==> config.mk <==
export PLATFORM = sky130hd
export DESIGN_NAME = debug_run_controller
export DESIGN_NICKNAME = d
export VERILOG_FILES = /design/src/rtl/debug_run_controller.sv
export SDC_FILE = /design/constraint.sdc
export NUM_CORES = 1
export LEC_CHECK = 0
export ABC_AREA = 1
export CAP_MARGIN = 20
export CORE_ASPECT_RATIO = 0.9
export CORE_MARGIN = 5
export CORE_UTILIZATION = 40
export CTS_CLUSTER_DIAMETER = 120
export DETAILED_ROUTE_END_ITERATION = 8
export DONT_BUFFER_PORTS = 1
export SLEW_MARGIN = 20
export SYNTH_ARGS = -nofsm -noshare
export SYNTH_HDL_FRONTEND = slang
export SYNTH_SLANG_ARGS = --single-unit
==> constraint.sdc <==
create_clock -name clk -period 2 [get_ports clk]
set_input_delay 0.2 -clock clk [delete_from_list [all_inputs] [get_ports clk]]
set_output_delay 0.2 -clock clk [all_outputs]
set_load 0.1 [all_outputs]
==> src/rtl/debug_run_controller.sv <==
// Debug run controller: halt/continue/step sequencing and PC breakpoints.
// Owns ds_cpu_halt; host talks through a valid/ready port with a response pulse.
module debug_run_controller #(
    parameter int NUM_BP       = 2,
    parameter bit RESET_HALTED = 1'b0
) (
    input  logic        clk,
    input  logic        reset,
    input  logic        cmd_valid,
    output logic        cmd_ready,
    input  logic [2:0]  cmd_op,
    input  logic [1:0]  cmd_idx,
    input  logic [31:0] cmd_arg,
    output logic        rsp_valid,
    output logic [31:0] rsp_data,
    input  logic [31:0] dbg_pc,
    input  logic        stall_lw,
    output logic        ds_cpu_halt
);

    localparam logic [1:0] ST_RUN    = 2'd0;
    localparam logic [1:0] ST_HALTED = 2'd1;
    localparam logic [1:0] ST_STEP   = 2'd2;

    localparam logic [2:0] OP_HALT   = 3'd0;
    localparam logic [2:0] OP_CONT   = 3'd1;
    localparam logic [2:0] OP_STEP   = 3'd2;
    localparam logic [2:0] OP_RDPC   = 3'd3;
    localparam logic [2:0] OP_SETBP  = 3'd4;
    localparam logic [2:0] OP_CLRBP  = 3'd5;
    localparam logic [2:0] OP_STATUS = 3'd6;

    localparam logic [1:0] RST_STATE = RESET_HALTED ? ST_HALTED : ST_RUN;

    logic [1:0]        state;
    logic [31:0]       bp_addr [NUM_BP];
    logic [NUM_BP-1:0] bp_en;
    logic              skip;
    logic              bp_hit;
    logic [1:0]        hit_idx;
    logic              step_pend;

    logic              match;
    logic [1:0]        match_idx;
    logic              bp_stop;
    logic              retire;
    logic              accept;
    logic              idx_ok;
    logic              rsp_now;
    logic [31:0]       rsp_next;
    logic [31:0]       status;

    // Descending scan leaves the lowest matching index in match_idx.
    always_comb begin
        match     = 1'b0;
        match_idx = 2'd0;
        for (int i = NUM_BP - 1; i >= 0; i--) begin
            if (bp_en[i] && ((bp_addr[i] ^ dbg_pc) & 32'hFFFF_FFFC) == 32'h0) begin
                match     = 1'b1;
                match_idx = 2'(i);
            end
        end
    end

    assign bp_stop     = (state == ST_RUN) & match & ~skip;
    assign ds_cpu_halt = (state == ST_HALTED) | bp_stop;
    assign retire      = ~ds_cpu_halt & ~stall_lw;

    // step_pend blocks new commands so a step response never collides.
    assign cmd_ready = ~(state == ST_STEP)
                     & ~((state == ST_RUN) & stall_lw)
                     & ~step_pend;
    assign accept    = cmd_valid & cmd_ready;
    assign idx_ok    = {1'b0, cmd_idx} < 3'(NUM_BP);

    assign status = {24'h0, hit_idx, 2'b00, skip, bp_hit,
                     state == ST_STEP, state == ST_HALTED};

    always_comb begin
        rsp_now  = accept;
        rsp_next = 32'h0;
        case (cmd_op)
            OP_HALT:   rsp_next = dbg_pc;
            OP_CONT:   rsp_next = 32'h0;
            OP_STEP: begin
                rsp_now  = accept & (state != ST_HALTED);
                rsp_next = 32'hFFFF_FFFF;
            end
            OP_RDPC:   rsp_next = dbg_pc;
            OP_SETBP,
            OP_CLRBP:  rsp_next = idx_ok ? 32'h0 : 32'hFFFF_FFFF;
            OP_STATUS: rsp_next = status;
            default:   rsp_next = 32'h0;
        endcase
    end

    always_ff @(posedge clk or negedge reset) begin
        if (!reset) begin
            state     <= RST_STATE;
            bp_en     <= '0;
            for (int i = 0; i < NUM_BP; i++) bp_addr[i] <= 32'h0;
            skip      <= 1'b0;
            bp_hit    <= 1'b0;
            hit_idx   <= 2'd0;
            step_pend <= 1'b0;
            rsp_valid <= 1'b0;
            rsp_data  <= 32'h0;
        end else begin
            rsp_valid <= 1'b0;
            step_pend <= 1'b0;
            if (retire) skip <= 1'b0;
            if (state == ST_STEP && retire) begin
                state     <= ST_HALTED;
                step_pend <= 1'b1;
            end
            // PC is sampled one cycle after the step retires.
            if (step_pend) begin
                rsp_valid <= 1'b1;
                rsp_data  <= dbg_pc;
            end
            if (accept) begin
                if (rsp_now) begin
                    rsp_valid <= 1'b1;
                    rsp_data  <= rsp_next;
                end
                case (cmd_op)
                    OP_HALT: state <= ST_HALTED;
                    OP_CONT: begin
                        bp_hit <= 1'b0;
                        if (state == ST_HALTED) begin
                            state <= ST_RUN;
                            skip  <= 1'b1;
                        end
                    end
                    OP_STEP: begin
                        bp_hit <= 1'b0;
                        if (state == ST_HALTED) state <= ST_STEP;
                    end
                    OP_SETBP: begin
                        for (int i = 0; i < NUM_BP; i++) begin
                            if (cmd_idx == 2'(i)) begin
                                bp_addr[i] <= cmd_arg;
                                bp_en[i]   <= 1'b1;
                            end
                        end
                    end
                    OP_CLRBP: begin
                        for (int i = 0; i < NUM_BP; i++) begin
                            if (cmd_idx == 2'(i)) begin
                                bp_addr[i] <= 32'h0;
                                bp_en[i]   <= 1'b0;
                            end
                        end
                    end
                    default: ;
                endcase
            end
            // A breakpoint hit overrides whatever the command did to state.
            if (bp_stop) begin
                state   <= ST_HALTED;
                bp_hit  <= 1'b1;
                hit_idx <= match_idx;
            end
        end
    end

endmodule
==> summary.txt <==
Placed design
  – PortBufs: 0
  – Hpwl dp: around 11 mm
  – Cell Area, Placed: 6050 sq um
  – Cells after DPL: 950
  – Final Wtd Congestion: between 0.8 and 0.9

Final layout
  – Filler cells: 1355
  – Fin nets: 894
  – Share of cells above drive strength 1: 0.150
  – # diodes: 0
  – Layout overhead on the synthesized area: 20.4%
  – Post-route design area: 6710 sq um
  – Register area: 2530 sq um
  – Area of the multi-input gates: 2610 sq um
  – Post-route insts no fill: 998

Route
  – Iteration-0 DRC Markers: about 270
  – Pre-Repair DR Iteration Count: 4
  – Drt via density: 5.01
  – Final ANT Viol Nets: 0
  – DRC viols: 0
  – Final wirelength: between 15 and 20 mm
  – Routed WL per cell: approximately 16 microns
  – Via Count: ~5000

Worst setup path
  – Reg2reg path depth: 8
  – Setup crit end kind: output pin
  – Critical path's top delay family: simple AND/OR/NAND/NOR gates
  – Max stage delay on crit path: 0.40 ns
  – Critical path's slowest cell: dfrtp_1
  – Startpoint Class: flip-flop
  – Critical path class: reg2out
  – Crit-path most repeated cell: nand2_2
  – Worst R2R End: rsp_data[28]
  – Critical Path AT: between 1.5 and 2 ns
  – R2R Path Start: state[0]
  – R2r setup slk: 0.20 ns
  – CP required: ~1.8 ns
  – Number of buffers and inverters on the critical path: 1
  – Critical Path Fanout Max: 5
  – Worst path cell trace: xnor2_1 > nand2_1 > nor2_4 > nand2_2 > nor2_4 > nand2_2 > nand2_2 > nand2_4 > nand2_4 > buf_12

Clock network
  – Root buf cell: clkbuf_16
  – Clock Sinks: 101
  – Cts hold-fix bufs: 26
  – Clk Latency, worst-skew pair: 0.35 ns
  – Num CTS Buffers: 9
  – Clock Tree Buf Depth: 2
  – H-tree levels: 3
  – Reg clk slew, reported paths: 0.07 ns
  – CTS tree: done

STA
  – Fin crit share: 1.03
  – Max Clk Rate: 483 MHz
  – Fin. max-slew vios: 0
  – Final WS setup: -0.0689 ns
  – Worst Hold Slack: -0.454 ns
  – Max-slew headroom: 0.576
  – Number of hold violations in the final report: 101
  – Worst Tran Pin Value: 0.636 ns
  – Final Skew: 0.00592 ns
  – Unrepaired setup endpoints after global routing: yes
  – Endpoints failing setup: 1
  – Final min period: ~2.1 ns

Floorplan
  – Core area: 13900 sq um
  – Floorplan row count: approximately 40
  – # IOs: ~110
  – DIE WIDTH: ~130 microns
  – Full die area: 16400 sq um
  – Initial core utilization: 0.402
  – Die Y: between 100 and 150 microns

GRT
  – First-pass GRT wire length: ~26 mm
  – Vias in the first global route: 4945
  – Grt ovf: 0
  – Largest net degree at the start of global routing: 102
  – Overall Global Routing Usage: 0.199
  – Initial antenna violation count: 0

Hold path
  – Worst min path class: in2async

Synthesis
  – Syn_nets: 835
  – Async set or reset register ratio after synthesis: 1.00
  – Biggest area consumer among synthesized cells: dfrtp_1
  – Synth top area share: 0.453
  – Seq/Total Area, Yosys: 0.453
  – Post-Synthesis Cell Area: 5570 sq um
  – Most frequent cells after synthesis: nand2_1 (325), dfrtp_1 (101), inv_1 (96), o21ai_0 (94), nor2_1 (28)
  – Most numerous cell in the Yosys netlist: nand2_1
  – Top post-synthesis cells by area: dfrtp_1 (45%), nand2_1 (22%), o21ai_0 (8.4%)
  – Mapped Cells: 762
  – Cell variety after synth: 29
  – Mean Syn Cell Area: between 7 and 8 sq um
  – #FFs+latches synth: 101
  – Number of warnings issued by yosys: 0
  – Predominant post-synthesis flop cell: dfrtp_1
  – EDFF count, synth: 0

Power and ir drop
  – Leakage: 3.30 nW
  – Int Pwr: 5.32 mW
  – Peak supply drop: 1060 uV
  – Part of the power in registers: 0.314
  – Net Sw Frac: 0.502
  – Clock Power Share: 0.165
  – Power density of the placed cells: 1590 nW/um^2
  – Switching power: 5.37 mW
  – Total power: 10.7 mW
  – Comb pwr share: 0.522

Run status
  – Status: finished with violations
  – Failing checks: negative hold slack, negative setup slack

Job
  – Max-cap viol count: 0
-- power by group through the flow --
stage | logic, mW | clock network (mW) | registers (mW)
finish | 5.57 | 1.76 | 3.35
global route | 5.96 | 1.88 | 3.46
CTS | 5.52 | 1.80 | 3.35
detailed placement | 5.46 | 0 | 3.38
global placement | 5.39 | 0 | 3.34
floorplan | 1.97 | 0 | 5.70
-- layout by cell type (no fill, tap or decap), drive strengths merged --
master | netlist | routed
nor3 | 2 | 2
nand3 | 7 | 7
a211oi | 1 | 1
clkinvlp | 0 | 1
nand2 | 325 | 325
clkinv | 0 | 2
dlygate4sd3 | 0 | 26
clkbuf | 23 | 13
buf | 8 | 53
o221a | 1 | 1
a22oi | 24 | 24
a2111oi | 1 | 1
inv | 102 | 102
a21boi | 1 | 1
dfrtp | 101 | 101
a32oi | 4 | 4
o21ai | 100 | 100
xnor2 | 18 | 18
o22ai | 1 | 1
a21oi | 6 | 6
nand4 | 7 | 7
nor2 | 30 | 30
-- repair_timing --
| action | 4_1_cts | 5_1_grt |
|---|---|---|
| endpoints found under the setup margin | 1 | 1 |
| buffers inserted | 0 | 6 |
| resized for setup | 3 | 18 |
| pin swaps | 0 | 24 |
| gates cloned | 0 | 0 |
| endpoints found under the hold margin | 127 | 101 |
-- cell families (layout without fill, tap and decap cells) --
| logic type | count (synthesis) | after routing | synth area share |
|---|---|---|---|
| AOI/OAI and AO/OA | 139 | 139 | 0.164 |
| xor gates and xnor gates | 18 | 18 | 0.0283 |
| buffers and inverters | 133 | 197 | 0.0945 |
| DFF | 101 | 101 | 0.453 |
| and+or+nand+nor | 371 | 371 | 0.259 |
-- cell type report --
class / instances / share of cell area
inverters: 102 / 0.0570
clock inverters: 3 / 0.00261
well taps: 172 / 0.0321
multi-input cells: 528 / 0.388
flip-flops and latches: 101 / 0.377
clock buffers: 13 / 0.0417
repair buffers: 79 / 0.102
-- registers in the layout, indices dropped and copies added (netlist names) --
signal	cells
state	2
rsp_data	32
bp_addr	60
bp_en	2
bp_hit	1
rsp_valid	1
skip	1
step_pend	1
hit_idx	1
-- worst max-delay path by stage --
stage                           start  cells past startpoint           to
after floorplan              state[1]                     10  rsp_data[0]
after global placement    bp_addr[60]                     10  ds_cpu_halt
after detailed placement  bp_addr[60]                     10  ds_cpu_halt
after CTS                 bp_addr[60]                     10  ds_cpu_halt
after global routing      bp_addr[60]                     10  ds_cpu_halt
final                     bp_addr[60]                     10  ds_cpu_halt
-- worst register-to-register path, stage by stage (launching register included) --
cell and delay (ns):
dfrtp_1 0.36, inv_1 0.13, nor2_1 0.25, inv_1 0.18, o21ai_4 0.26, nor3_4 0.05
buf_4 0.16, buf_4 0.20, a22oi_2 0.13
-- routing by layer --
layer	share of wire	track usage
met5	0	0
met4	0.013	0.0490
met3	0.074	0.0665
met2	0.44	0.302
met1	0.47	0.275
-- through the flow --
step / TNS [ns] / utilization / setup slack (ns) / hold slack [ns]
floorplan: -2.49 / - / -0.121 / -0.0956
detailed placement: 0 / 0.436 / 0.149 / -0.0917
finish: -0.0689 / 0.485 / -0.0689 / -0.454
CTS: -0.118 / 0.477 / -0.118 / -0.474
global route: -0.177 / 0.485 / -0.177 / -0.479
global placement: 0 / 0.436 / 0.156 / -0.0913
Power figures use the tool's default switching activity.
